File: src/rtl/rtc_bus_ctrl.sv
// -----------------------------------------------------------------------------
// rtc_bus_ctrl
//
// Bus-side responder between the menu/scan FSM and the parallel RTC pads.
// Each request (a rising edge on Acceso) runs one multiplexed address/data
// transaction on the RTC bus. Each transaction reports completion with a
// one-cycle FRW pulse. After every reset the block first runs the RTC
// initialisation sequence: write 0x10 to register 0x02, a gap, then write
// 0x00 to register 0x02. That sequence ends with one FRW pulse.
//
// A transaction is seven bus phases, each T_PH clocks long:
//   ADDR_SU -> ADDR_STB -> ADDR_HLD -> GAP -> DATA_SU -> DATA_STB -> DATA_HLD
// The DONE cycle that follows carries FRW. Back-to-back internal writes are
// separated by a CHAIN_GAP of T_PH clocks with the chip deselected.
//
// All bus and handshake outputs are registered. Their next values are
// decoded from the next state, so the pads change exactly on the phase
// boundaries and never glitch.
//
// Optional feature (compile-time macro RTC_AUTO_CMD_EN):
//   When defined, every user write whose address differs from CMD_ADDR is
//   followed automatically by a CHAIN_GAP and a write of 0x00 to CMD_ADDR.
//   FRW is reported only after that command write. Reads are unaffected.
//   When undefined, a user write completes on its own.
//
// Parameters:
//   T_PH      clock cycles per bus phase (>= 2)
//   CMD_ADDR  command register address (only used with RTC_AUTO_CMD_EN)
//
// Ports:
//   CLK      in   clock
//   RST      in   asynchronous active-high reset
//   Acceso   in   request; a rising edge starts a transaction
//   Mod      in   1 = write, 0 = read (sampled on the start edge)
//   Dir      in   [7:0] RTC register address (sampled on the start edge)
//   Dato_wr  in   [7:0] write data (sampled on the start edge)
//   FRW      out  one-cycle pulse: transaction or init sequence complete
//   Dato_rd  out  [7:0] last read data
//   Busy     out  high while init or a transaction is in progress
//   CS_n     out  RTC chip select, active-low
//   AD_n     out  0 = address phase, 1 = data phase
//   WR_n     out  write strobe, active-low
//   RD_n     out  read strobe, active-low
//   AD_out   out  [7:0] bus drive value
//   AD_oe    out  bus output enable (the top level builds the tristate)
//   AD_in    in   [7:0] bus sample value
// -----------------------------------------------------------------------------
module rtc_bus_ctrl #(
   parameter int unsigned T_PH     = 4,
   parameter logic [7:0]  CMD_ADDR = 8'hF1
) (
   input  logic       CLK,
   input  logic       RST,
   input  logic       Acceso,
   input  logic       Mod,
   input  logic [7:0] Dir,
   input  logic [7:0] Dato_wr,
   output logic       FRW,
   output logic [7:0] Dato_rd,
   output logic       Busy,
   output logic       CS_n,
   output logic       AD_n,
   output logic       WR_n,
   output logic       RD_n,
   output logic [7:0] AD_out,
   output logic       AD_oe,
   input  logic [7:0] AD_in
);

`ifdef RTC_AUTO_CMD_EN
   localparam bit AUTO_CMD = 1'b1;
`else
   localparam bit AUTO_CMD = 1'b0;
`endif

   localparam int unsigned PH_W = (T_PH > 1) ? $clog2(T_PH) : 1;

   // Register and values written by the power-up initialisation sequence.
   localparam logic [7:0] INIT_ADDR = 8'h02;
   localparam logic [7:0] INIT_VAL1 = 8'h10;
   localparam logic [7:0] INIT_VAL2 = 8'h00;
   localparam logic [7:0] CMD_VAL   = 8'h00;

   // INIT1 is the state held during reset. It launches the first init
   // write on the first clock after release, so no bus cycle is spent there.
   typedef enum logic [3:0] {
      INIT1,
      IDLE,
      ADDR_SU,
      ADDR_STB,
      ADDR_HLD,
      GAP,
      DATA_SU,
      DATA_STB,
      DATA_HLD,
      CHAIN_GAP,
      DONE
   } state_t;

   // Records which transaction is on the bus. DATA_HLD uses it to decide
   // whether another write is chained or the sequence is complete.
   typedef enum logic [1:0] {
      JOB_INIT1,
      JOB_INIT2,
      JOB_USER,
      JOB_CMD
   } job_t;

   state_t            state_reg, state_next;
   logic [PH_W-1:0]   phase_reg, phase_next;
   job_t              job_reg, job_next;
   logic [7:0]        addr_reg, addr_next;
   logic [7:0]        data_reg, data_next;
   logic              wr_reg, wr_next;
   logic              acc_prev_reg;
   logic [7:0]        dato_rd_reg;

   logic              cs_n_reg, cs_n_next;
   logic              ad_n_reg, ad_n_next;
   logic              wr_n_reg, wr_n_next;
   logic              rd_n_reg, rd_n_next;
   logic              oe_reg, oe_next;
   logic [7:0]        out_reg, out_next;
   logic              frw_reg, frw_next;
   logic              busy_reg, busy_next;

   logic              acc_edge;
   logic              phase_tc;
   logic              rd_capture;

   // acc_prev_reg resets to 1. A request held high through reset is
   // therefore not mistaken for a new edge.
   assign acc_edge   = Acceso & ~acc_prev_reg;
   assign phase_tc   = (phase_reg == PH_W'(T_PH - 1));
   // Read data is sampled on the last clock of the read strobe.
   assign rd_capture = (state_reg == DATA_STB) && phase_tc && !wr_reg;

   // -------------------------------------------------------------------------
   // State register and latched transaction parameters
   // -------------------------------------------------------------------------
   always_ff @(posedge CLK or posedge RST) begin
      if (RST) begin
         state_reg    <= INIT1;
         phase_reg    <= '0;
         job_reg      <= JOB_USER;
         addr_reg     <= '0;
         data_reg     <= '0;
         wr_reg       <= 1'b0;
         acc_prev_reg <= 1'b1;
         dato_rd_reg  <= '0;
      end else begin
         state_reg    <= state_next;
         phase_reg    <= phase_next;
         job_reg      <= job_next;
         addr_reg     <= addr_next;
         data_reg     <= data_next;
         wr_reg       <= wr_next;
         acc_prev_reg <= Acceso;
         if (rd_capture) begin
            dato_rd_reg <= AD_in;
         end
      end
   end

   // -------------------------------------------------------------------------
   // Next-state logic. Each timed state lasts T_PH clocks. The shared phase
   // counter advances the state on its terminal count.
   // -------------------------------------------------------------------------
   always_comb begin
      state_next = state_reg;
      phase_next = phase_reg;
      job_next   = job_reg;
      addr_next  = addr_reg;
      data_next  = data_reg;
      wr_next    = wr_reg;

      case (state_reg)
         INIT1: begin
            state_next = ADDR_SU;
            phase_next = '0;
            job_next   = JOB_INIT1;
            addr_next  = INIT_ADDR;
            data_next  = INIT_VAL1;
            wr_next    = 1'b1;
         end

         IDLE: begin
            phase_next = '0;
            if (acc_edge) begin
               state_next = ADDR_SU;
               job_next   = JOB_USER;
               addr_next  = Dir;
               data_next  = Dato_wr;
               wr_next    = Mod;
            end
         end

         DONE: begin
            // Edges seen in this cycle are dropped: only IDLE accepts one.
            state_next = IDLE;
            phase_next = '0;
         end

         default: begin
            if (phase_tc) begin
               phase_next = '0;
               case (state_reg)
                  ADDR_SU:   state_next = ADDR_STB;
                  ADDR_STB:  state_next = ADDR_HLD;
                  ADDR_HLD:  state_next = GAP;
                  GAP:       state_next = DATA_SU;
                  DATA_SU:   state_next = DATA_STB;
                  DATA_STB:  state_next = DATA_HLD;
                  CHAIN_GAP: state_next = ADDR_SU;
                  DATA_HLD: begin
                     if (job_reg == JOB_INIT1) begin
                        // Second init write goes to the same register.
                        state_next = CHAIN_GAP;
                        job_next   = JOB_INIT2;
                        data_next  = INIT_VAL2;
                        wr_next    = 1'b1;
                     end else if (AUTO_CMD && (job_reg == JOB_USER) &&
                                  wr_reg && (addr_reg != CMD_ADDR)) begin
                        // A user write is followed by a command-register
                        // write. FRW waits for that command write.
                        state_next = CHAIN_GAP;
                        job_next   = JOB_CMD;
                        addr_next  = CMD_ADDR;
                        data_next  = CMD_VAL;
                        wr_next    = 1'b1;
                     end else begin
                        state_next = DONE;
                     end
                  end
                  default:   state_next = IDLE;
               endcase
            end else begin
               phase_next = phase_reg + PH_W'(1);
            end
         end
      endcase
   end

   // -------------------------------------------------------------------------
   // Output decode from the next state. The output registers then hold the
   // bus pattern of the state currently in progress.
   // -------------------------------------------------------------------------
   always_comb begin
      cs_n_next = 1'b1;
      ad_n_next = 1'b1;
      wr_n_next = 1'b1;
      rd_n_next = 1'b1;
      oe_next   = 1'b0;
      out_next  = '0;

      case (state_next)
         ADDR_SU, ADDR_HLD: begin
            cs_n_next = 1'b0;
            ad_n_next = 1'b0;
            oe_next   = 1'b1;
            out_next  = addr_next;
         end
         ADDR_STB: begin
            cs_n_next = 1'b0;
            ad_n_next = 1'b0;
            wr_n_next = 1'b0;
            oe_next   = 1'b1;
            out_next  = addr_next;
         end
         DATA_SU, DATA_HLD: begin
            cs_n_next = 1'b0;
            oe_next   = wr_next;
            out_next  = wr_next ? data_next : 8'h00;
         end
         DATA_STB: begin
            // A write uses WR_n and a read uses RD_n. They are never low
            // together.
            cs_n_next = 1'b0;
            wr_n_next = ~wr_next;
            rd_n_next = wr_next;
            oe_next   = wr_next;
            out_next  = wr_next ? data_next : 8'h00;
         end
         default: begin
         end
      endcase

      frw_next  = (state_next == DONE);
      busy_next = (state_next != IDLE);
   end

   // Output registers. The asynchronous reset releases the bus and
   // deasserts every strobe immediately, even in the middle of a transaction.
   always_ff @(posedge CLK or posedge RST) begin
      if (RST) begin
         cs_n_reg <= 1'b1;
         ad_n_reg <= 1'b1;
         wr_n_reg <= 1'b1;
         rd_n_reg <= 1'b1;
         oe_reg   <= 1'b0;
         out_reg  <= '0;
         frw_reg  <= 1'b0;
         busy_reg <= 1'b1;
      end else begin
         cs_n_reg <= cs_n_next;
         ad_n_reg <= ad_n_next;
         wr_n_reg <= wr_n_next;
         rd_n_reg <= rd_n_next;
         oe_reg   <= oe_next;
         out_reg  <= out_next;
         frw_reg  <= frw_next;
         busy_reg <= busy_next;
      end
   end

   assign CS_n    = cs_n_reg;
   assign AD_n    = ad_n_reg;
   assign WR_n    = wr_n_reg;
   assign RD_n    = rd_n_reg;
   assign AD_oe   = oe_reg;
   assign AD_out  = out_reg;
   assign FRW     = frw_reg;
   assign Busy    = busy_reg;
   assign Dato_rd = dato_rd_reg;

endmodule

File: config.mk
export PLATFORM = sky130hd
export DESIGN_NAME = rtc_bus_ctrl
export DESIGN_NICKNAME = d
export VERILOG_FILES = /design/src/rtl/rtc_bus_ctrl.sv
export SDC_FILE = /design/constraint.sdc
export NUM_CORES = 1
export LEC_CHECK = 0
export BUFFER_PORTS_ARGS = -buffer_cell sky130_fd_sc_hd__buf_2
export CORE_ASPECT_RATIO = 1.2
export CORE_UTILIZATION = 40
export DETAILED_ROUTE_END_ITERATION = 12
export GPL_TIMING_DRIVEN = 1
export MAX_ROUTING_LAYER = met4
export SLEW_MARGIN = 10
export SYNTH_ARGS = -nofsm -noshare
export SYNTH_HDL_FRONTEND = slang
export SYNTH_SLANG_ARGS = --single-unit
File: constraint.sdc
create_clock -name CLK -period 3.84 [get_ports CLK]
set_clock_uncertainty 0.15 [all_clocks]
set_input_delay 0.96 -clock CLK [delete_from_list [all_inputs] [get_ports CLK]]
set_output_delay 0.96 -clock CLK [all_outputs]
set_load 0.005 [all_outputs]
==> impl_metrics.py, run 1 <==
metrics = {
    "place": {
        "pre_cts_ws_ps": 839,
        "port_buffers": 50,
        "place_inst": 284,
        "gp_congestion": 0.807,
        "hpwl_um": 2990,
    },
    "drt": {
        "drt_wl_total_um": 4260,
        "routedWlPerCell_um": 14.6,
        "vias": 1519,
        "route.detailed.drc": 0,
        "vias_per_cell": 5.20,
        "drt-initial-drc-count": 151,
        "ant_nets": 0,
        "dr.pass1.iters": 4,
    },
    "synth": {
        "synthAdderAreaFrac": 0.00573,
        "ys_types": 48,
        "synth_edf_count": 0,
        "synth_area_per_cell_um2": 12.0,
        "synthCells": 182,
        "yosysSeqAreaShare": 0.566,
        "synth-main-ff-cell": "dfrtp_1",
        "muxShareOfSynthArea": 0.0464,
        "yosys_warnings": 0,
        "synth_fp_nets": 211,
        "synth_area_um2": 2180,
        "synth_top_family_by_area": "compound AO/OA/AOI/OAI gates",
        "synth-xor-area-share": 0.00802,
        "synth_compound_gate_area_share": 0.198,
        "ys_ff_latch": 49,
        "async_flop_share": 1.00,
        "synth-simple-area-share": 0.117,
    },
    "die": {
        "num_io_pins": 51,
        "die_w_um": 69.4,
        "core_um2": 5260,
        "die_y_um": 82.9,
        "die_area_um2": 5760,
        "rows": 29,
        "start_util": 0.415,
    },
    "clock_tree": {
        "cts_buffers": 5,
        "cts_max_level": 2,
        "cts-resized-gates": 0,
        "holdBufCountCts": 0,
        "path_clk_slew_ps": 90,
        "cts.sinks": 49,
        "post-cts-setup-buffer-count": 0,
        "clk_latency_ps": 300,
        "cts_tree": "done",
        "clock_path_buffers": 2,
        "cts_root_buffer": "clkbuf_8",
    },
    "critical_path": {
        "critPathMaxFanout": 16,
        "cp-end-kind": "flop",
        "path_delay_family": "compound AO/OA/AOI/OAI gates",
        "start_kind": "primary input",
        "crit_slowest_cell": "o21ai_4",
        "cp_data_arrival_time_ps": 2690,
        "path_cells": "buf_2 -> nor2b_1 -> o21ai_4 -> o31a_1 -> and3b_1 -> a21oi_4 -> o22ai_1",
        "path_buf_inv": 1,
        "slowest_delay_ps": 390,
        "path_class": "primary input to flop",
        "worstPathRequired_ps": 3860,
    },
    "pwr": {
        "sw_frac_of_total": 0.198,
        "ir_drop_mv": 0.262,
        "p_leak_nw": 1.31,
        "power_mw": 0.922,
        "p_per_area_nw_per_um2": 358,
        "combPwrFrac": 0.028,
        "clkPwrFrac": 0.411,
        "p_switching_mw": 0.183,
        "pwr-share-seq": 0.561,
        "internal-power_mw": 0.739,
    },
    "final_layout": {
        "diodes": 0,
        "final_common_cell": "buf_2",
        "mostFrequentLayoutCells": "buf_2, dfrtp_1, inv_1, a22oi_1",
        "fillers": 500,
        "layout-drive-gt1-share": 0.391,
        "layout.nets": 258,
        "syn_to_final_growth_pct": 17.9,
        "stdcell_count": 292,
    },
    "sta": {
        "rsz0062_at_grt": "false",
        "slew_headroom": 0.331,
        "fmax_mhz": 375,
        "hold_viol": 0,
        "worst_pin_slew_ps": 1000,
        "period_share": 0.695,
        "finalCriticalPeriod_ps": 2670,
        "tns_ps": 0,
        "final.setup.worst_slack_ps": 1170,
        "slew_violations": 0,
        "setup_viol_count_final": 0,
    },
    "outcome": {
        "status": "completed",
    },
    "global_route": {
        "grt_max_degree": 50,
        "grtUsageTotal": 0.170,
        "overflow": 0,
        "grt_first_pass_wirelength_um": 7500,
        "grt_pass1_vias": 1599,
        "antenna_found_initial": 0,
    },
    "job": {
        "cap_viol_max_count": 0,
    },
    "min_path": {
        "hold_class": "flop to flop",
    },
}
-- final timing paths --
check                                            start                     end  slack (ps)  cells after the start
worst max-delay path                            Acceso     AD_out[4]$_DFF_PP0_        1170                      7
min in group asynchronous                          RST  Dato_rd[3]$_DFFE_PP0P_         750                      2
worst min-delay path            phase_reg[0]$_DFF_PP0_  phase_reg[0]$_DFF_PP0_         290                      1
worst max register to register  state_reg[0]$_DFF_PP0_     AD_out[4]$_DFF_PP0_        1410                      6
max in group asynchronous                          RST   data_reg[0]$_DFF_PP0_        2190                      2
worst min register to register  phase_reg[0]$_DFF_PP0_  phase_reg[0]$_DFF_PP0_         290                      1
-- metrics by stage --
step                hold slack, ps  instance area, µm²   util
detailed placement             287                2450  0.467
CTS                            300                2570  0.489
global placement               282                2450  0.467
global route                   313                2570  0.489
floorplan                      265                2180      -
finish                         291                2570  0.489
-- Yosys cell counts, drive strengths merged (2+ instances only) --
cell type,number,area [µm²]
dfrtp,42,1050
inv,17,63.8
a22oi,14,105
o21ai,12,82.6
mux2,9,101
nor2,9,33.8
buf,7,45.0
dfstp,7,184
nand2,7,26.3
o32ai,6,97.6
a21oi,4,42.5
clkbuf,4,18.8
nor2b,4,25.0
nor3,4,25.0
o22ai,4,25.0
and2,3,18.8
nand3,3,15.0
a21o,2,15.0
and3,2,12.5
nor3b,2,26.3
o31a,2,17.5
xor2,2,17.5
-- kinds of logic (layout without fill, tap and decap cells) --
family                   count (synthesis)  count (layout)
multiplexers                             9               9
XOR/XNOR                                 2               2
AND/OR/NAND/NOR                         43              43
buffers and inverters                   28              76
adder cells (fa/ha/maj)                  1               1
AO/OA/AOI/OAI                           50              50
flip-flops                              49              49
-- final cells by class --
class | instances | area (µm²) | share of cell area
Clock buffer | 6 | 82.6 | 0.0321
Clock inverter | 2 | 37.5 | 0.0146
Inverter | 17 | 63.8 | 0.0248
Multi-Input combinational cell | 105 | 821 | 0.319
Sequential cell | 49 | 1230 | 0.480
Tap cell | 62 | 77.6 | 0.0301
Timing Repair Buffer | 51 | 258 | 0.100
-- power groups by stage --
| stage | clock network [mW] | logic, mW | registers, mW |
|---|---|---|---|
| floorplan | 0 | 0.00958 | 0.527 |
| global placement | 0 | 0.0265 | 0.527 |
| detailed placement | 0 | 0.0264 | 0.527 |
| CTS | 0.391 | 0.0264 | 0.517 |
| global route | 0.412 | 0.0292 | 0.517 |
| finish | 0.379 | 0.0254 | 0.517 |
-- routing by layer --
layer / vias to the layer above / global-route usage / share of wire
li1: 736 / - / -
met5: - / - / 0
met2: 23 / 0.274 / 0.50
met4: 0 / 0.0779 / 0.030
met1: 748 / 0.203 / 0.45
met3: 12 / 0.0400 / 0.023
No activity file was read; power rests on OpenSTA's default activity.
==> run 2, diff against run 1 <==
--- a/config.mk
+++ b/config.mk
@@ -5,6 +5,7 @@
 export SDC_FILE = /design/constraint.sdc
 export NUM_CORES = 1
 export LEC_CHECK = 0
+export ABC_AREA = 1
 export BUFFER_PORTS_ARGS = -buffer_cell sky130_fd_sc_hd__buf_2
 export CORE_ASPECT_RATIO = 1.2
 export CORE_UTILIZATION = 40
==> constraint.sdc (replaced) <==
create_clock -name CLK -period 2.4 [get_ports CLK]
set_clock_uncertainty 0.15 [all_clocks]
set_input_delay 0.6 -clock CLK [delete_from_list [all_inputs] [get_ports CLK]]
set_output_delay 0.6 -clock CLK [all_outputs]
set_load 0.005 [all_outputs]
==> impl_metrics.py, run 2 <==
metrics = {
    "sta": {
        "hold-worst-slack_ps": 250,
        "hold_viol": 0,
        "slew_headroom": 0.583,
        "finalCriticalPeriod_ps": 2130,
        "setup_viol_count_final": 0,
        "worst_pin_slew_ps": 626,
        "slew_violations": 0,
        "final.setup.worst_slack_ps": 274,
        "period_share": 0.886,
        "tns_ps": 0,
        "rsz0062_at_grt": "false",
        "fmax_mhz": 470,
    },
    "pwr": {
        "power_mw": 1.37,
        "clkPwrFrac": 0.350,
        "p_leak_nw": 1.50,
        "ir_drop_mv": 0.241,
        "combPwrFrac": 0.040,
        "pwr-share-seq": 0.610,
        "p_per_area_nw_per_um2": 485,
        "p_switching_mw": 0.304,
        "sw_frac_of_total": 0.222,
        "internal-power_mw": 1.07,
    },
    "synth": {
        "synth_area_um2": 2390,
        "yosysSeqAreaShare": 0.517,
        "yosys_warnings": 0,
        "synthTopCellsByArea": "dfrtp_1, nand2_1, dfstp_2",
        "synth_edf_count": 0,
        "synth_most_common_cell": "nand2_1",
        "ys_ff_latch": 49,
        "synth_area_leader_cell": "dfrtp_1",
        "ys_types": 32,
        "synthCells": 256,
        "synth_area_per_cell_um2": 9.33,
        "synth-main-ff-cell": "dfrtp_1",
        "synth_fp_nets": 285,
        "async_flop_share": 1.00,
        "yosys-top-cells-count": "nand2_1, dfrtp_1, inv_1, nor2_1, o21ai_0",
        "synth.top_cell.area_share": 0.440,
    },
    "critical_path": {
        "crit_slowest_cell": "o21ai_4",
        "r2r_end": "AD_out[6]$_DFF_PP0_",
        "slowest_delay_ps": 400,
        "critPathLaunch": "phase_reg[0]$_DFF_PP0_",
        "path_buf_inv": 2,
        "path_delay_family": "simple AND/OR/NAND/NOR gates",
        "cp_num_cells": 9,
        "worstPathRequired_ps": 2440,
        "path_cells": "ha_1 -> inv_1 -> nor3_4 -> nor2_1 -> inv_1 -> o21ai_4 -> nor2_2 -> nand2_1 -> nand2_1",
        "endpoint": "AD_out[6]$_DFF_PP0_",
        "reg2regPathDepth": 9,
        "r2r_setup_slack_ps": 270,
        "start_kind": "flop",
        "cp_data_arrival_time_ps": 2170,
        "critPathMaxFanout": 10,
        "reg2reg_from": "phase_reg[0]$_DFF_PP0_",
        "cp-end-kind": "flop",
        "path_class": "flop to flop",
    },
    "final_layout": {
        "diodes": 0,
        "seq_area_um2": 1230,
        "layout-drive-gt1-share": 0.394,
        "mostFrequentLayoutCells": "nand2_1, buf_2, dfrtp_1",
        "final_common_cell": "nand2_1",
        "syn_to_final_growth_pct": 18.6,
        "layout.nets": 343,
        "utilization": 0.496,
        "multiInputGateArea_um2": 991,
        "fillers": 594,
    },
    "place": {
        "port_buffers": 50,
        "hpwl_um": 3590,
        "pre_cts_ws_ps": 310,
        "gp_congestion": 0.866,
    },
    "clock_tree": {
        "post-cts-setup-buffer-count": 0,
        "cts_root_buffer": "clkbuf_8",
        "cts_max_level": 2,
        "holdBufCountCts": 0,
        "cts-resized-gates": 0,
        "cts.sinks": 49,
        "cts_buffers": 5,
        "clk_latency_ps": 300,
        "path_clk_slew_ps": 90,
        "clock_path_buffers": 2,
        "cts_tree": "done",
    },
    "global_route": {
        "grtUsageTotal": 0.178,
        "antenna_found_initial": 0,
        "grt_first_pass_wirelength_um": 8300,
        "grt_max_degree": 50,
        "overflow": 0,
        "grt_pass1_vias": 1805,
    },
    "die": {
        "start_util": 0.418,
        "rows": 30,
        "die_area_um2": 6280,
        "die_y_um": 86.6,
        "core_um2": 5710,
        "die_w_um": 72.5,
        "num_io_pins": 51,
    },
    "min_path": {
        "hold_class": "primary input to flop",
        "hold_path_startpoint": "Acceso",
        "whs_path_depth": 1,
    },
    "drt": {
        "route.detailed.drc": 0,
        "vias": 1847,
        "dr.pass1.iters": 4,
        "vias_per_cell": 4.68,
        "routedWlPerCell_um": 12.4,
        "drt_wl_total_um": 4910,
        "drt-initial-drc-count": 91,
        "ant_nets": 0,
    },
    "job": {
        "cap_viol_max_count": 0,
    },
    "outcome": {
        "status": "completed",
    },
}
## run 2: changes by cell type in the layout (fill, tap and decap cells not counted), moves of 7 or more
cell,change
a22oi_1,-14
inv_1,+11
inv_2,+7
nand2_1,+61
nand2_2,+7
nor2_2,+10
## run 2: final cells by class
type | instances | area share
clock buffers | 6 | 0.0256
clock inverters | 2 | 0.00486
inverters | 37 | 0.0517
multi-input cells | 168 | 0.350
flip-flops and latches | 49 | 0.436
well taps | 80 | 0.0354
repair buffers | 53 | 0.0963
## run 2: how the worst min path moves through the flow
stage	end	slack [ps]
finish	acc_prev_reg$_DFF_PP1_	250
global route	acc_prev_reg$_DFF_PP1_	240
CTS	acc_prev_reg$_DFF_PP1_	240
detailed placement	phase_reg[0]$_DFF_PP0_	280
global placement	phase_reg[0]$_DFF_PP0_	270
floorplan	phase_reg[0]$_DFF_PP0_	260
## run 2: routing by layer
metal  up-vias  track usage  part of all wire
met3        12       0.0337             0.044
met2        55        0.287              0.49
met5         -            -                 0
met1       850        0.221              0.44
li1        930            -                 -
met4         0       0.0695             0.026
## run 2: kinds of logic (layout without fill, tap and decap cells)
kind of cell / Yosys count / after routing / share of synthesized area
AND/OR/NAND/NOR: 124 / 124 / 0.264
adder cells (fa/ha/maj): 1 / 1 / 0.00524
flip-flops: 49 / 49 / 0.517
multiplexers: 8 / 8 / 0.0377
AO/OA/AOI/OAI: 35 / 35 / 0.108
buffers and inverters: 39 / 98 / 0.0676
## run 2: metrics by stage
| step | cell area (µm²) | std cells |
|---|---|---|
| floorplan | 2390 | 256 |
| global placement | 2750 | 387 |
| detailed placement | 2750 | 387 |
| CTS | 2830 | 395 |
| global route | 2830 | 395 |
| finish | 2830 | 395 |
## run 2: power groups by stage
stage	clock (mW)	combinational (mW)	sequential [mW]
after floorplan	0	0.0204	0.854
after global placement	0	0.0563	0.852
after detailed placement	0	0.0571	0.852
after CTS	0.496	0.0572	0.837
after global routing	0.529	0.0628	0.837
final	0.480	0.0553	0.836
==> run 3, diff against run 2 <==
--- a/config.mk
+++ b/config.mk
@@ -12,6 +12,7 @@
 export DETAILED_ROUTE_END_ITERATION = 12
 export GPL_TIMING_DRIVEN = 1
 export MAX_ROUTING_LAYER = met4
+export RECOVER_POWER = 25
 export SLEW_MARGIN = 10
 export SYNTH_ARGS = -nofsm -noshare
 export SYNTH_HDL_FRONTEND = slang
==> impl_metrics.py, run 3 (same netlist as run 2, synthesis figures left out) <==
metrics = {
    "outcome": {
        "status": "completed",
    },
    "sta": {
        "slew_headroom": 0.189,
        "hold_viol": 0,
        "setup_viol_count_final": 0,
        "fmax_mhz": 470,
        "tns_ps": 0,
        "final.setup.worst_slack_ps": 274,
        "finalCriticalPeriod_ps": 2130,
        "slew_violations": 0,
        "rsz0062_at_grt": "false",
        "worst_pin_slew_ps": 1220,
        "period_share": 0.886,
    },
    "die": {
        "die_y_um": 86.6,
        "die_area_um2": 6280,
        "num_io_pins": 51,
        "start_util": 0.418,
        "rows": 30,
        "core_um2": 5710,
        "die_w_um": 72.5,
    },
    "clock_tree": {
        "clk_latency_ps": 300,
        "post-cts-setup-buffer-count": 0,
        "cts_max_level": 2,
        "cts_tree": "done",
        "cts_buffers": 5,
        "cts.sinks": 49,
        "holdBufCountCts": 0,
        "path_clk_slew_ps": 90,
        "clock_path_buffers": 2,
        "cts_root_buffer": "clkbuf_8",
        "cts-resized-gates": 0,
    },
    "place": {
        "gp_congestion": 0.866,
        "place_inst": 387,
        "pre_cts_ws_ps": 310,
        "dpl_cell_area_um2": 2750,
        "port_buffers": 50,
        "hpwl_um": 3590,
    },
    "drt": {
        "dr.pass1.iters": 4,
        "vias": 1847,
        "vias_per_cell": 4.68,
        "drt-initial-drc-count": 91,
        "ant_nets": 0,
        "routedWlPerCell_um": 12.4,
        "route.detailed.drc": 0,
        "drt_wl_total_um": 4910,
    },
    "final_layout": {
        "layout-drive-gt1-share": 0.390,
        "stdcell_count": 395,
        "final_common_cell": "nand2_1",
        "mostFrequentLayoutCells": "nand2_1, buf_2, dfrtp_1",
        "diodes": 0,
        "utilization": 0.496,
        "stdcell_area_um2": 2830,
        "syn_to_final_growth_pct": 18.5,
        "layout.nets": 343,
    },
    "critical_path": {
        "path_delay_family": "simple AND/OR/NAND/NOR gates",
        "r2r_setup_slack_ps": 270,
        "slowest_delay_ps": 400,
        "cp_data_arrival_time_ps": 2170,
        "cp-end-kind": "flop",
        "path_class": "flop to flop",
        "start_kind": "flop",
        "worstPathRequired_ps": 2440,
        "crit_slowest_cell": "o21ai_4",
        "path_buf_inv": 2,
        "critPathMaxFanout": 10,
        "path_cells": "ha_1 -> inv_1 -> nor3_4 -> nor2_1 -> inv_1 -> o21ai_4 -> nor2_2 -> nand2_1 -> nand2_1",
    },
    "global_route": {
        "grt_pass1_vias": 1805,
        "overflow": 0,
        "grt_first_pass_wirelength_um": 8300,
        "grtUsageTotal": 0.178,
        "grt_max_degree": 50,
        "antenna_found_initial": 0,
    },
    "pwr": {
        "ir_drop_mv": 0.241,
        "p_per_area_nw_per_um2": 485,
        "p_leak_nw": 1.50,
    },
    "min_path": {
        "hold_class": "primary input to flop",
    },
    "job": {
        "cap_viol_max_count": 0,
    },
}
-- run 3: path summary, 6_finish.rpt --
kind,to,start,cells past startpoint
max reg2reg,AD_out[6]$_DFF_PP0_,phase_reg[0]$_DFF_PP0_,9
min in group asynchronous,Dato_rd[6]$_DFFE_PP0P_,RST,3
max,AD_out[6]$_DFF_PP0_,phase_reg[0]$_DFF_PP0_,9
min,acc_prev_reg$_DFF_PP1_,Acceso,1
min reg2reg,phase_reg[0]$_DFF_PP0_,phase_reg[0]$_DFF_PP0_,1
max in group asynchronous,state_reg[3]$_DFF_PP0_,RST,3
-- run 3: power breakdown --
| group | total [mW] | internal [mW] | switching (mW) |
|---|---|---|---|
| Clock | 0.480 | 0.208 | 0.272 |
| Combinational | 0.0545 | 0.0255 | 0.0290 |
| Sequential | 0.836 | 0.834 | 0.00274 |
| Total | 1.37 | 1.07 | 0.304 |
-- run 3: cell type report --
| type | count | area (µm²) |
|---|---|---|
| fill | 593 | 2880 |
| sequential | 49 | 1230 |
| multi-input combinational | 168 | 991 |
| timing repair buffer | 53 | 270 |
| inverter | 37 | 146 |
| tap | 80 | 100 |
| clock buffer | 6 | 72.6 |
| clock inverter | 2 | 13.8 |
-- run 3: metrics by stage --
step,hold slack (ps),power (mW)
3_3_place_gp,272,0.908
5_1_grt,236,1.43
2_1_floorplan,265,0.874
4_1_cts,245,1.39
3_5_place_dp,283,0.910
6_report,250,1.37
-- run 3: metal layers --
layer | up-vias | wire length [µm] | GRT usage
li1 | 930 | - | -
met1 | 850 | 2140 | 0.221
met2 | 55 | 2420 | 0.287
met3 | 12 | 215 | 0.0337
met4 | 0 | 127 | 0.0695
met5 | - | 0 | -
